$ cat src/rtl/ah_snoop_hazard_gate_if.sv
// ah_snoop_hazard_gate_if: request, FIFO snoop and forward channels of the hazard gate
interface ah_snoop_hazard_gate_if #(parameter int DATA_W = 32);
  logic [DATA_W-1:0] req_data, sdata, out_data;
  logic req_valid, req_ready, svalid, smatch, out_valid, out_ready, out_hazard;
  modport master (
    input  req_data, req_valid, smatch, out_ready,
    output req_ready, sdata, svalid, out_data, out_valid, out_hazard
  );
  modport slave (
    output req_data, req_valid, smatch, out_ready,
    input  req_ready, sdata, svalid, out_data, out_valid, out_hazard
  );
endinterface

$ cat src/rtl/ah_snoop_hazard_gate.sv
// ah_snoop_hazard_gate: holds one request, re-snoops the write FIFO until its key is clear or retries run out, then forwards it
module ah_snoop_hazard_gate #(
  parameter int DATA_W    = 32,
  parameter int SNOOP_W   = 16,
  parameter int BACKOFF   = 4,
  parameter int MAX_RETRY = 8
) (
  input  logic                   clk,
  input  logic                   rstn,
  ah_snoop_hazard_gate_if.master bus,
  output logic [15:0]            hit_count
);
  localparam int RW = $clog2(MAX_RETRY + 1);
  localparam int BW = $clog2(BACKOFF) + 1;
  typedef enum logic [1:0] {S_IDLE, S_SNOOP, S_BACKOFF, S_ISSUE} state_t;
  state_t            state;
  logic [DATA_W-1:0] hold;
  logic [RW-1:0]     retry_cnt;
  logic [BW-1:0]     bo_cnt;
  logic              last_try;
  assign last_try      = 32'(retry_cnt) + 32'd1 >= 32'(MAX_RETRY);
  assign bus.req_ready = state == S_IDLE;
  assign bus.svalid    = state == S_SNOOP;
  assign bus.out_valid = state == S_ISSUE;
  assign bus.out_data  = hold;
  assign bus.sdata     = {{(DATA_W-SNOOP_W){1'b0}}, hold[SNOOP_W-1:0]};
  // smatch is only sampled here, so it never reaches an output combinationally
  always_ff @(posedge clk or negedge rstn)
    if (!rstn) begin
      state          <= S_IDLE;
      hold           <= '0;
      retry_cnt      <= '0;
      bo_cnt         <= '0;
      bus.out_hazard <= 1'b0;
      hit_count      <= '0;
    end else begin
      case (state)
        S_IDLE:
          if (bus.req_valid) begin
            hold      <= bus.req_data;
            retry_cnt <= '0;
            state     <= S_SNOOP;
          end
        S_SNOOP: begin
          if (bus.smatch && retry_cnt == '0 && hit_count != 16'hFFFF) hit_count <= hit_count + 16'd1;
          if (!bus.smatch) begin
            bus.out_hazard <= 1'b0;
            state          <= S_ISSUE;
          end else if (last_try) begin
            bus.out_hazard <= 1'b1;
            state          <= S_ISSUE;
          end else begin
            retry_cnt <= retry_cnt + 1'b1;
            bo_cnt    <= BW'(BACKOFF - 1);
            state     <= S_BACKOFF;
          end
        end
        S_BACKOFF:
          if (bo_cnt == '0) state <= S_SNOOP;
          else bo_cnt <= bo_cnt - 1'b1;
        default:
          if (bus.out_ready) state <= S_IDLE;
      endcase
    end
endmodule

$ cat src/flat_wrapper.sv
// flat-port wrapper written by rule: the top's interface ports become plain ports
module ah_snoop_hazard_gate_flat 
#(
  parameter int DATA_W    = 32,
  parameter int SNOOP_W   = 16,
  parameter int BACKOFF   = 4,
  parameter int MAX_RETRY = 8
)
  (clk, rstn, hit_count, bus_req_data, bus_req_valid, bus_smatch, bus_out_ready, bus_req_ready, bus_sdata, bus_svalid, bus_out_data, bus_out_valid, bus_out_hazard);
  ah_snoop_hazard_gate_if #(.DATA_W(DATA_W)) bus_i ();
  input  logic clk;
  input  logic rstn;
  output logic [15:0] hit_count;
  input wire logic [$bits(bus_i.req_data)-1:0] bus_req_data;
  input wire logic [$bits(bus_i.req_valid)-1:0] bus_req_valid;
  input wire logic [$bits(bus_i.smatch)-1:0] bus_smatch;
  input wire logic [$bits(bus_i.out_ready)-1:0] bus_out_ready;
  output wire logic [$bits(bus_i.req_ready)-1:0] bus_req_ready;
  output wire logic [$bits(bus_i.sdata)-1:0] bus_sdata;
  output wire logic [$bits(bus_i.svalid)-1:0] bus_svalid;
  output wire logic [$bits(bus_i.out_data)-1:0] bus_out_data;
  output wire logic [$bits(bus_i.out_valid)-1:0] bus_out_valid;
  output wire logic [$bits(bus_i.out_hazard)-1:0] bus_out_hazard;
  assign bus_i.req_data = bus_req_data;
  assign bus_i.req_valid = bus_req_valid;
  assign bus_i.smatch = bus_smatch;
  assign bus_i.out_ready = bus_out_ready;
  assign bus_req_ready = bus_i.req_ready;
  assign bus_sdata = bus_i.sdata;
  assign bus_svalid = bus_i.svalid;
  assign bus_out_data = bus_i.out_data;
  assign bus_out_valid = bus_i.out_valid;
  assign bus_out_hazard = bus_i.out_hazard;
  ah_snoop_hazard_gate #(.DATA_W(DATA_W), .SNOOP_W(SNOOP_W), .BACKOFF(BACKOFF), .MAX_RETRY(MAX_RETRY)) u_core (.clk(clk), .rstn(rstn), .bus(bus_i), .hit_count(hit_count));
endmodule
$ cat config.mk
export PLATFORM = sky130hd
export DESIGN_NAME = ah_snoop_hazard_gate_flat
export DESIGN_NICKNAME = d
export VERILOG_FILES = /design/src/rtl/ah_snoop_hazard_gate_if.sv /design/src/rtl/ah_snoop_hazard_gate.sv /design/src/flat_wrapper.sv
export SDC_FILE = /design/constraint.sdc
export NUM_CORES = 1
export LEC_CHECK = 0
export CORE_UTILIZATION = 44
export CTS_BUF_LIST = sky130_fd_sc_hd__clkbuf_8
export DETAILED_ROUTE_END_ITERATION = 7
export GPL_ROUTABILITY_DRIVEN = 0
export PLACE_DENSITY = 0.82
export SLEW_MARGIN = 20
export SYNTH_ARGS = -nofsm -noshare
export SYNTH_HDL_FRONTEND = slang
export SYNTH_SLANG_ARGS = --single-unit
export TNS_END_PERCENT = 50
$ cat constraint.sdc
create_clock -name clk -period 2.3 [get_ports clk]
set_input_delay 0.23 -clock clk [delete_from_list [all_inputs] [get_ports clk]]
set_output_delay 0.23 -clock clk [all_outputs]
set_load 0.05 [all_outputs]
==> flow_summary.ini <==
[sta]
timing.slew.headroom = 0.5749
hold_viol = 0
layout_setup_ws_ns = 0.2223
tns_ns = 0
final_setup_violation_count = 0
timing_max_transition_violations_final = 0
clock_skew_ns = 0.008043
grt_setup_unrepaired = false
final_worst_path_period_need_ns = 2.078
maximum_clock_frequency_mhz = 481.3
worst_pin_slew_ns = 0.6376
whs_ns = 0.4319
finalCritPeriodShare = 0.9033

[layout]
fillCellCount = 528
mostFrequentLayoutCells = sky130_fd_sc_hd__nand2_1 (106), sky130_fd_sc_hd__clkdlybuf4s50_1 (102), sky130_fd_sc_hd__dfrtp_1 (58)
post_route_cells_drive_above_1_share = 0.08437
synthToLayoutAreaGrowth_pct = 39.03
mostFrequentLayoutCell = sky130_fd_sc_hd__nand2_1
insertedDiodeCount = 0
final_cell_area_um2 = 4029
final_net_count = 440
finish.utilization = 0.6345

[power]
sw_frac = 0.5084
seqPwrFrac = 0.287
power.ir.vdd_worst_v = 0.0008930
cellLeakagePower_uw = 0.001950
comb_power_share = 0.580
power_density_nw_per_um2 = 1454
netSwitchingPower_uw = 2978
power.share.clock = 0.133
cellInternalPower_uw = 2880

[worst_setup_path]
worstPathArrival_ns = 1.85
rrSetupSlack_ns = 0.45
worst_setup_path_end_kind = primary output
cp.required_ns = 2.07
critPathKind = reg2out
crit_path_start_kind = flop
max_fanout_on_critical_path = 9

[yosys]
muxShareOfSynthArea = 0.01468
synthSimpleGateAreaFrac = 0.2625
synthAdderAreaFrac = 0.02159
synth-seq-area-share = 0.5009
synth-compound-area-share = 0.04188
synth_top_area_cell = sky130_fd_sc_hd__dfrtp_1
count_of_unique_library_cells_instantiated_by_yosys = 43
synth_cells = 303
synth-warning-count = 0
syn_area_um2 = 2898
post_synth_main_area_contributors = sky130_fd_sc_hd__dfrtp_1 (50%), sky130_fd_sc_hd__nand2_1 (14%), sky130_fd_sc_hd__buf_4 (8.3%)
synth_seq_cells = 58
post_synth.cell_area_avg_um2 = 9.564
largest_family_of_logic_cells_by_synthesized_area = simple AND/OR/NAND/NOR gates
synthXorXnorAreaFrac = 0.04534
synth_largest_type_area_fraction = 0.5009

[detailed_routing]
drt-pass1-iter-count = 4
wl_per_cell_um = 12.69
postRouteAntennaNets = 0
totalWireLength_um = 6092
drc = 0
vias = 2280
via_per_inst = 4.750
dr.first_iter.drc_count = 109

[placed_design]
dp_slack_ns = 0.1987
detailed_place_hpwl_um = 4503
placed_cell_area_um2 = 3852
place.port_buffers = 104

[clock_tree]
numCtsBuffers = 9
clkSlewWorstSetupHoldPaths_ns = 0.06
cts_sinks = 58
clk_latency_ns = 0.32
h-tree-depth = 3
cts.repair_timing.setup_buffer_count = 0
clockBufferDepth = 2
cts_tree = built
ctsRootBufferMaster = sky130_fd_sc_hd__clkbuf_8

[job]
max_cap_viol_count = 0

[die]
core_region_area_um2 = 6350
design.die.area_um2 = 6915
rows = 29
boundaryPins = 121
chipWidth_um = 83.16
die_height_um = 83.16
initial_core_utilization = 0.4564

[global_routing]
grt_pass1_vias = 2255
grt_start_max_net_pins = 33
initial_antenna_violation_count = 0
total_gr_overflow = 0
total_routing_usage_reported_by_global_routing = 0.1902
grt_pass1_wl_um = 10480

[min_path]
hold_class = in2reg

[outcome]
run_status = finished clean
## registers in the layout, summed over array words and instances, names as in the netlist
signal                 flops
u_core.hit_count          16
u_core.bus.out_data       32
u_core.retry_cnt           4
u_core.bus.out_hazard      1
u_core.bo_cnt              3
u_core.state               2
## final cells by class
class                   count  area, um2  area share
multi-input cells         210       1185      0.2941
clock inverters             6      26.28    0.006522
flip-flops and latches     58       1451      0.3602
clock buffers              10      137.6     0.03416
repair buffers            110       1099      0.2727
inverters                   9      33.78    0.008385
well taps                  77      96.34     0.02391
## kinds of logic after synthesis
kind of cell / Yosys count
AOI/OAI and AO/OA: 15
buffers and inverters: 50
xor gates and xnor gates: 15
muxes: 4
DFF: 58
and+or+nand+nor: 155
other: 1
adders and majority gates: 5
## timing repair
| action | in CTS | in global routing |
|---|---|---|
| setup endpoints to repair | 0 | 1 |
| hold buffers | 1 | 0 |
| endpoints found under the hold margin | 26 | 0 |
| resized for setup | 0 | 1 |
## worst paths after layout
check / start / to / depth (start not counted)
worst max-delay path: u_core.state[0]$_DFFE_PN0P_ / bus_out_valid / 2
worst max register to register: u_core.state[1]$_DFFE_PN0P_ / u_core.hit_count[1]$_DFFE_PN0P_ / 4
min in group asynchronous: rstn / u_core.hit_count[9]$_DFFE_PN0P_ / 2
worst min register to register: u_core.bus.out_data[30]$_DFFE_PN0P_ / u_core.bus.out_data[30]$_DFFE_PN0P_ / 2
max in group asynchronous: rstn / u_core.bus.out_data[17]$_DFFE_PN0P_ / 3
worst min-delay path: bus_req_data[4] / u_core.bus.out_data[4]$_DFFE_PN0P_ / 3
## per-stage QoR
stage	std cells	power [uW]
after floorplan	318	4157
after global placement	463	5060
after detailed placement	463	5112
after CTS	480	5909
after global routing	480	6189
final	480	5858
## critical path: stages (launching register included)
cell and delay, ns:
sky130_fd_sc_hd__dfrtp_1 0.55, sky130_fd_sc_hd__and2_1 0.18, sky130_fd_sc_hd__clkdlybuf4s50_1 0.79
## routing by layer
layer | up-vias | track usage | wire [um]
met5 | - | 0 | 0
met4 | 0 | 0.07837 | 80
met3 | 6 | 0.05567 | 387
met2 | 78 | 0.3204 | 3056
met1 | 1073 | 0.2275 | 2568
li1 | 1123 | - | -
## cells in the mapped netlist (all sizes together)
cell type,instances
and3,4
a211oi,4
or4,1
and2,2
dfrtp,58
nor3,3
ha,5
a31o,2
a21oi,2
inv,9
nand4,4
xor2,10
or2,2
mux2i,2
clkbuf,6
nor2,8
a21boi,1
mux2,2
nor2b,1
nand4b,2
nand3,8
buf,35
o22a,1
o31ai,1
a22oi,1
xnor2,5
nor4,6
o21ai,2
nand2b,6
nor3b,1
conb,1
a41oi,1
nand4bb,1
nand2,106
## power by group through the flow
stage | clock network, uW | registers, uW | logic (uW)
after floorplan | 0 | 2620 | 1530
after global placement | 0 | 1680 | 3380
after detailed placement | 0 | 1690 | 3420
after CTS | 797 | 1680 | 3430
after global routing | 850 | 1730 | 3600
final | 778 | 1680 | 3400
No activity file was read; power rests on OpenSTA's default activity.
